File: config.mk
export PLATFORM = sky130hd
export DESIGN_NAME = control_unit
export DESIGN_NICKNAME = d
export VERILOG_FILES = /design/src/rtl/control_unit_pkg.sv /design/src/rtl/control_unit_decode.sv /design/src/rtl/control_unit.sv
export SDC_FILE = /design/constraint.sdc
export NUM_CORES = 1
export LEC_CHECK = 0
export CAP_MARGIN = 30
export CORE_AREA = 4 4 41 43
export CTS_BUF_LIST = sky130_fd_sc_hd__clkbuf_8 sky130_fd_sc_hd__clkbuf_16
export CTS_CLUSTER_DIAMETER = 200
export DETAILED_ROUTE_END_ITERATION = 8
export DIE_AREA = 0 0 45 47
export HOLD_SLACK_MARGIN = 0.02
export SETUP_SLACK_MARGIN = 0.05
export SLEW_MARGIN = 5
export SYNTH_ARGS = -nofsm -noshare
export SYNTH_HDL_FRONTEND = slang
export SYNTH_HIERARCHICAL = 1
export SYNTH_SLANG_ARGS = --single-unit
File: constraint.sdc
create_clock -name clk -period 1.79 [get_ports clk]
set_clock_uncertainty 0.15 [all_clocks]
set_input_delay 0.537 -clock clk [delete_from_list [all_inputs] [get_ports clk]]
set_output_delay 0.537 -clock clk [all_outputs]
set_load 0.02 [all_outputs]
File: src/rtl/control_unit_pkg.sv
// Purpose: shared opcode, ALU-op and control-vector definitions for the control unit.
// Latency: n/a (types and constants only).
// Backpressure: n/a.
// Contents: OP_* opcode constants, ALU_* operation encodings, ctrl_t packed control vector, CTRL_NOP.
package control_unit_pkg;

    localparam logic [2:0] OP_ADD    = 3'b000;
    localparam logic [2:0] OP_SUB    = 3'b001;
    localparam logic [2:0] OP_BRANCH = 3'b010;
    localparam logic [2:0] OP_AND    = 3'b011;
    localparam logic [2:0] OP_LW     = 3'b100;
    localparam logic [2:0] OP_SW     = 3'b101;
    localparam logic [2:0] OP_ADDI   = 3'b110;
    localparam logic [2:0] OP_ORI    = 3'b111;

    localparam logic [1:0] ALU_ADD = 2'b00;
    localparam logic [1:0] ALU_SUB = 2'b01;
    localparam logic [1:0] ALU_AND = 2'b10;
    localparam logic [1:0] ALU_OR  = 2'b11;

    // Field order matches the published decode table, MSB first.
    typedef struct packed {
        logic       regDst;
        logic       regWrite;
        logic       memToReg;
        logic       memWrite;
        logic       memRead;
        logic       aluSrc;
        logic       extOp;
        logic       branch;
        logic [1:0] aluOp;
    } ctrl_t;

    localparam ctrl_t CTRL_NOP = '0;

endpackage

File: src/rtl/control_unit_decode.sv
// Purpose: combinational opcode-to-control-vector decode table.
// Latency: 0 cycles (pure combinational).
// Backpressure: none; accepts a new opcode every cycle.
// Ports: opcode (3-bit instruction opcode) -> ctrl (packed control vector).
module control_unit_decode
    import control_unit_pkg::*;
(
    input  logic [2:0] opcode,
    output ctrl_t      ctrl
);

    // Every field starts at 0 so unused fields of an instruction are driven low;
    // an opcode carrying X/Z matches no item and falls to the NOP default.
    always_comb begin
        ctrl = CTRL_NOP;
        case (opcode)
            OP_ADD: begin
                ctrl.regDst   = 1'b1;
                ctrl.regWrite = 1'b1;
                ctrl.aluOp    = ALU_ADD;
            end
            OP_SUB: begin
                ctrl.regDst   = 1'b1;
                ctrl.regWrite = 1'b1;
                ctrl.aluOp    = ALU_SUB;
            end
            OP_BRANCH: begin
                ctrl.extOp    = 1'b1;
                ctrl.branch   = 1'b1;
                ctrl.aluOp    = ALU_SUB;
            end
            OP_AND: begin
                ctrl.regDst   = 1'b1;
                ctrl.regWrite = 1'b1;
                ctrl.aluOp    = ALU_AND;
            end
            OP_LW: begin
                ctrl.regWrite = 1'b1;
                ctrl.memToReg = 1'b1;
                ctrl.memRead  = 1'b1;
                ctrl.aluSrc   = 1'b1;
                ctrl.extOp    = 1'b1;
                ctrl.aluOp    = ALU_ADD;
            end
            OP_SW: begin
                ctrl.memWrite = 1'b1;
                ctrl.aluSrc   = 1'b1;
                ctrl.extOp    = 1'b1;
                ctrl.aluOp    = ALU_ADD;
            end
            OP_ADDI: begin
                ctrl.regWrite = 1'b1;
                ctrl.aluSrc   = 1'b1;
                ctrl.extOp    = 1'b1;
                ctrl.aluOp    = ALU_ADD;
            end
            OP_ORI: begin
                ctrl.regWrite = 1'b1;
                ctrl.aluSrc   = 1'b1;
                ctrl.aluOp    = ALU_OR;
            end
            default: ctrl = CTRL_NOP;
        endcase
    end

endmodule

File: src/rtl/control_unit.sv
// Purpose: single-cycle datapath control unit: opcode decode with optional output register.
// Latency: 1 cycle when OUT_REG=1, 0 cycles (combinational) when OUT_REG=0.
// Backpressure: none; one opcode per cycle, reset forces the NOP vector asynchronously.
// Ports: clk, rst_n (async active-low), opcode[2:0] -> RegDst, RegWrite, MemToReg, MemWrite,
//        MemRead, ALUsrc, ExtOp, Branch, ALUop[1:0].
module control_unit
    import control_unit_pkg::*;
#(
    parameter int OUT_REG = 1
) (
    input  logic       clk,
    input  logic       rst_n,
    input  logic [2:0] opcode,
    output logic       RegDst,
    output logic       RegWrite,
    output logic       MemToReg,
    output logic       MemWrite,
    output logic       MemRead,
    output logic       ALUsrc,
    output logic       ExtOp,
    output logic       Branch,
    output logic [1:0] ALUop
);

    ctrl_t decoded;
    ctrl_t ctrlOut;

    control_unit_decode uDecode (
        .opcode (opcode),
        .ctrl   (decoded)
    );

    generate
        if (OUT_REG != 0) begin : gReg
            ctrl_t ctrlQ;

            // Async clear makes the NOP vector appear the moment reset asserts,
            // independent of where the clock is.
            always_ff @(posedge clk or negedge rst_n) begin
                if (!rst_n) begin
                    ctrlQ <= CTRL_NOP;
                end else begin
                    ctrlQ <= decoded;
                end
            end

            assign ctrlOut = ctrlQ;
        end else begin : gComb
            assign ctrlOut = decoded;
        end
    endgenerate

    assign RegDst   = ctrlOut.regDst;
    assign RegWrite = ctrlOut.regWrite;
    assign MemToReg = ctrlOut.memToReg;
    assign MemWrite = ctrlOut.memWrite;
    assign MemRead  = ctrlOut.memRead;
    assign ALUsrc   = ctrlOut.aluSrc;
    assign ExtOp    = ctrlOut.extOp;
    assign Branch   = ctrlOut.branch;
    assign ALUop    = ctrlOut.aluOp;

endmodule

# [Word-level counts from Yosys, hierarchy flattened]
# Cells that the tools add are included.
[totals] ff_bits=9
[classes] n_eq_ne=7 n_reduce_logical=7 mux=8
[ops] cell="$eq 3x3->1 const B" n=4
[ops] cell="$reduce_or 4->1" n=3
[ops] cell="$pmux 2 s4" n=1
[ops] cell="$mux 1" n=7
[ops] cell="$eq 3x2->1 const B" n=2
[ops] cell="$reduce_or 6->1" n=1
[ops] cell="$eq 3x1->1 const B" n=1
[ops] cell="$logic_not 3->1" n=1
[ops] cell="$reduce_or 3->1" n=1
[ops] cell="$reduce_or 2->1" n=1

# [Depth between registers and ports, before layout]
# Gate-level depths: netlist (run 1).
[depth] ltp_word=3 mapped_depth=3

# [Modules after synthesis]
# Netlist (run 1), hierarchy kept.
[modules_own_cells] mod="control_unit" area_each_um2=250.2 n_inst=1 cells_per_inst=10
[modules_own_cells] mod="control_unit_decode" area_each_um2=83.8 n_inst=1 cells_per_inst=14

# [Worst setup path after synthesis (run 1)]
# OpenSTA, ideal clock, no wires.
[synth_timing] path_kind="input -> register" from="in opcode[1]" to="reg gReg.ctrlQ (netlist bit ALUop[0])" setup_slack_ns=0.583 t_required_ns=1.520 cell_stages=2 path_buffers=0 arrival_time_ns=0.937 setup_time_ns=0.120 path_cell_list="or2b_1 -> a31o_1"
[synth_rtl] element="start: declaration" line_no="control_unit.sv:13" rtl="input logic [2:0] opcode,"
[synth_rtl] element="end signal: assignment" line_no="control_unit.sv:43" rtl="ctrlQ <= decoded;"
[synth_rtl] element="end: declaration" line_no="control_unit.sv:35" rtl="ctrl_t ctrlQ;"

# [Final worst setup path (run 1)]
[layout_timing] from="reg gReg.ctrlQ (netlist bit ExtOp)" to="out ExtOp"
[layout_rtl] element="end: declaration" line_no="control_unit.sv:20" rtl="output logic ExtOp,"
# No word-level cell between the ends.

==> impl_metrics.ini, run 1 <==
[worst_setup_path]
worst-path-buf-inv = 1
path_max_fanout = 1
cp_data_arrival_time_ps = 890
cp-start-kind = flop
crit_slowest_cell = dfrtp_1
cp_top_family = flip-flops
end_kind = output port
slowest_delay_ps = 350
required_ps = 1100
path_class = reg -> out
crit_chain = dlygate4sd2_1

[detailed_routing]
firstDrtPassIters = 2
vias = 222
totalWireLength_um = 564
ant_nets = 0
drcViolationCount = 0
drt_iter0_drc = 4
vias_per_cell = 3.964
wire_per_inst_um = 10.07

[logic_synthesis]
synth_area_leaders = dfrtp_1 75%, nor3b_2 3.7%, nor2_1 3.4%, a31o_1 2.6%, and3b_1 2.6%
synth_edf_count = 0
yosys_warnings = 6
synth_common_cells = 10 x dfrtp_1, 3 x nor2_1, 2 x inv_1
synthesis.nets = 29
avgSynthCellArea_um2 = 13.92
async_flop_share = 1.000
synth.most_common_cell = dfrtp_1
synth_top_cell_area_share = 0.7491
synth-main-ff-cell = dfrtp_1
syn-cell-area_um2 = 334.1
synth_area_leader_cell = dfrtp_1
yosysSeqAreaShare = 0.7491
synth_cells = 24
ys_ff_latch = 10
synth.distinct_cells = 12

[cells_and_area]
drive_above_1_share = 0.1463
seqCellArea_um2 = 250.2
fillers = 128
fin_util = 0.4087
multi_input_area_um2 = 65.06
fin_nets = 47
num_antenna_cells = 0
area_growth_pct = 59.18

[floorplan]
die_x_um = 45
dieArea_mm2 = 0.002115
num_rows = 13
dieHeight_um = 47
start_util = 0.2567
io_pins = 15
core_area_mm2 = 0.001301

[global_route]
grt_first_pass_wirelength_um = 931
first_global_vias = 226
antenna_found_initial = 0
grt_max_degree = 11
grt-ovfl-total = 0
track_usage = 0.06908

[clocking]
path_clk_slew_ps = 50
cts_root_buf = clkbuf_8
cts_tree = done
cts_buffers = 3
clockBufferDepth = 2
h-tree-depth = 1
cts_sinks = 10
cts_setup_buffers = 0
cts-resized-gates = 10
hold_buffers = 0

[timing]
setup_tns_ps = 0
relSlewSlack = 0.7232
slew_violations = 0
whs_ps = 458.1
rsz0062_at_grt = false
min_period_ps = 1579
worst_pin_slew_ps = 413.9
hold_viol = 0
clock.fmax_mhz = 633.2
min_period_over_period = 0.8823
setup-violations-final = 0

[power]
p_leak_nw = 0.2753
ir_drop_mv = 0.4801
powerDensity_mw_per_mm2 = 1083

[place]
place.gp.congestion = 0.6644
io_buffer_count = 14
dp_hpwl_um = 462.9

[run_status]
status = complete, no violations

[min_path]
min_path_type = in -> async

[job]
drv_cap = 0
==> final cells by class <==
class                           instances  share of cell area
Sequential cell                        10              0.4706
Timing Repair Buffer                   15              0.2541
Multi-Input combinational cell         10              0.1224
Clock buffer                            4              0.1035
Tap cell                               15             0.03529
Inverter                                2             0.01412
==> registers in the layout, indices dropped and copies added, names as in the netlist <==
signal    flops
ALUop         2
ALUsrc        1
Branch        1
ExtOp         1
MemRead       1
MemToReg      1
MemWrite      1
RegDst        1
RegWrite      1
==> final timing paths <==
check,startpoint,to,slack [ps],cells after the start
worst min-delay path,rst_n,Branch,460,1
worst max-delay path,ExtOp,ExtOp,210,1
max in group asynchronous,rst_n,ALUsrc,740,1
min in group clk,opcode[1],ALUop[1],810,3
==> cell families after synthesis <==
| group | after synthesis | share of synthesized area |
|---|---|---|
| AND/OR/NAND/NOR | 7 | 0.1386 |
| buffers and inverters | 4 | 0.05619 |
| AO/OA/AOI/OAI | 3 | 0.05616 |
| flip-flops | 10 | 0.7491 |
==> per-layer routing <==
layer  up-vias  wire [um]  global-route usage
met4         0          9             0.07018
li1        107          -                   -
met2        10        283              0.1102
met3         2         77             0.03831
met1       103        193             0.05967
met5         -          0                   0
==> where the power goes <==
group | internal [mW] | switching [mW] | leakage, nW
combinational | 0.0268 | 0.0360 | 0.121
clock | 0.193 | 0.0796 | 0.0288
sequential | 0.239 | 0.00205 | 0.125
total | 0.458 | 0.118 | 0.275
==> through the flow <==
| stage | area, um2 | cells | total power [mW] | setup WS [ps] |
|---|---|---|---|---|
| final | 531.8 | 56 | 0.5758 | 210.7 |
| after CTS | 531.8 | 56 | 0.5847 | 200.8 |
| after detailed placement | 489.2 | 52 | 0.3181 | -13.25 |
| after global placement | 489.2 | 52 | 0.3161 | 29.13 |
| after global routing | 531.8 | 56 | 0.6013 | 180.9 |
| after floorplan | 334.1 | 24 | 0.2744 | 582.9 |
==> placed cells by master, fill, tap and decap left out, drive strengths merged <==
master	count
clkdlybuf4s50	4
buf	1
o21ai	1
a21oi	1
dfrtp	10
nor2	3
nor3b	1
or2b	1
dlygate4sd2	10
clkbuf	4
nand2b	1
and3b	1
a31o	1
inv	2
Power figures use the tool's default switching activity.
==> run 2, diff against run 1 <==
--- a/config.mk
+++ b/config.mk
@@ -11,6 +11,7 @@
 export CTS_CLUSTER_DIAMETER = 200
 export DETAILED_ROUTE_END_ITERATION = 8
 export DIE_AREA = 0 0 45 47
+export DONT_BUFFER_PORTS = 1
 export HOLD_SLACK_MARGIN = 0.02
 export SETUP_SLACK_MARGIN = 0.05
 export SLEW_MARGIN = 5
==> constraint.sdc (replaced) <==
create_clock -name clk -period 2 [get_ports clk]
set_clock_uncertainty 0.15 [all_clocks]
set_input_delay 0.6 -clock clk [delete_from_list [all_inputs] [get_ports clk]]
set_output_delay 0.6 -clock clk [all_outputs]
set_load 0.02 [all_outputs]
==> impl_metrics.ini, run 2 (synthesized netlist as in run 1, its figures left out) <==
[floorplan]
dieArea_mm2 = 0.002115
core_area_mm2 = 0.001301
dieHeight_um = 47
num_rows = 13
start_util = 0.2567
io_pins = 15
die_x_um = 45

[run_status]
status = complete, no violations

[detailed_routing]
firstDrtPassIters = 4
vias = 179
vias_per_cell = 4.262
ant_nets = 0
drt_iter0_drc = 1
totalWireLength_um = 615
drcViolationCount = 0
wire_per_inst_um = 14.64

[cells_and_area]
num_antenna_cells = 0
final_common_cell = dfrtp_1
largest_register_ffs = 2
fin_nets = 33
drive_above_1_share = 0.1852
area_growth_pct = 21.72
fin_util = 0.3125
final_cell_mix = 10 x dfrtp_1, 4 x clkbuf_8, 3 x nor2_1

[clocking]
cts_tree = done
cts_setup_buffers = 0
cts_buffers = 3
cts-resized-gates = 0
cts_root_buf = clkbuf_8
path_clk_slew_ps = 50
clockBufferDepth = 2
cts_sinks = 10
h-tree-depth = 1

[power]
p_leak_nw = 0.1956
total_power_mw = 0.4943
powerDensity_mw_per_mm2 = 1216
ir_drop_mv = 0.3275

[global_route]
first_global_vias = 232
track_usage = 0.07268
grt_first_pass_wirelength_um = 979
grt_max_degree = 11
antenna_found_initial = 0
grt-ovfl-total = 0

[worst_setup_path]
path_class = reg -> out
end_kind = output port
path_max_fanout = 1
required_ps = 1250
cp_data_arrival_time_ps = 680
cp-start-kind = flop

[timing]
slew_violations = 0
worst_pin_slew_ps = 433.8
min_period_over_period = 0.7139
clock.fmax_mhz = 700.4
rsz0062_at_grt = false
setup-violations-final = 0
setup_tns_ps = 0
hold_viol = 0
relSlewSlack = 0.7099
whs_ps = 244.6
min_period_ps = 1428

[place]
place.gp.congestion = 0.6981
io_buffer_count = 0

[min_path]
min_path_type = in -> reg

[job]
drv_cap = 0
run 2: cell types whose count changed in the layout (fill, tap and decap cells not counted), sizes merged:
cell / before / now
clkdlybuf4s50: 4 / 0
buf: 1 / 0
dlygate4sd2: 10 / 0
dlygate4sd3: 0 / 1
run 2: stage by stage:
stage / setup WS (ps) / cell area, um2 / instances
2_1_floorplan: 729.9 / 334.1 / 24
3_3_place_gp: 728.6 / 341.6 / 37
3_5_place_dp: 713.2 / 341.6 / 37
4_1_cts: 552.9 / 406.6 / 42
5_1_grt: 553.1 / 406.6 / 42
6_report: 572.2 / 406.6 / 42
run 2: area by class of cell:
class / count / area, um2
fillers: 140 / 894.6
flip-flops and latches: 10 / 250.2
multi-input cells: 10 / 65.06
clock buffers: 4 / 55.05
well taps: 15 / 18.77
repair buffers: 1 / 10.01
inverters: 2 / 7.507
run 2: where the power goes:
part	internal (mW)	total [mW]	switching (mW)
combinational	0.00706	0.0158	0.00870
clock	0.172	0.246	0.0731
sequential	0.214	0.233	0.0189
run 2: final timing paths:
path	cells after the start	start	slack (ps)	end
setup / recovery	0	ExtOp	570	ExtOp
hold / removal	0	opcode[2]	240	ALUsrc
max in group asynchronous	1	rst_n	800	ALUop[1]
min in group asynchronous	1	rst_n	600	RegWrite
run 2: layer usage:
| layer | wire [um] | track usage |
|---|---|---|
| met5 | 0 | 0 |
| met4 | 0 | 0.08772 |
| met3 | 76 | 0.03448 |
| met2 | 336 | 0.1215 |
| met1 | 202 | 0.05634 |
run 2: timing repair:
item,CTS,global route
endpoints found under the setup margin,0,0
endpoints found under the hold margin,10,0
hold buffers,1,0
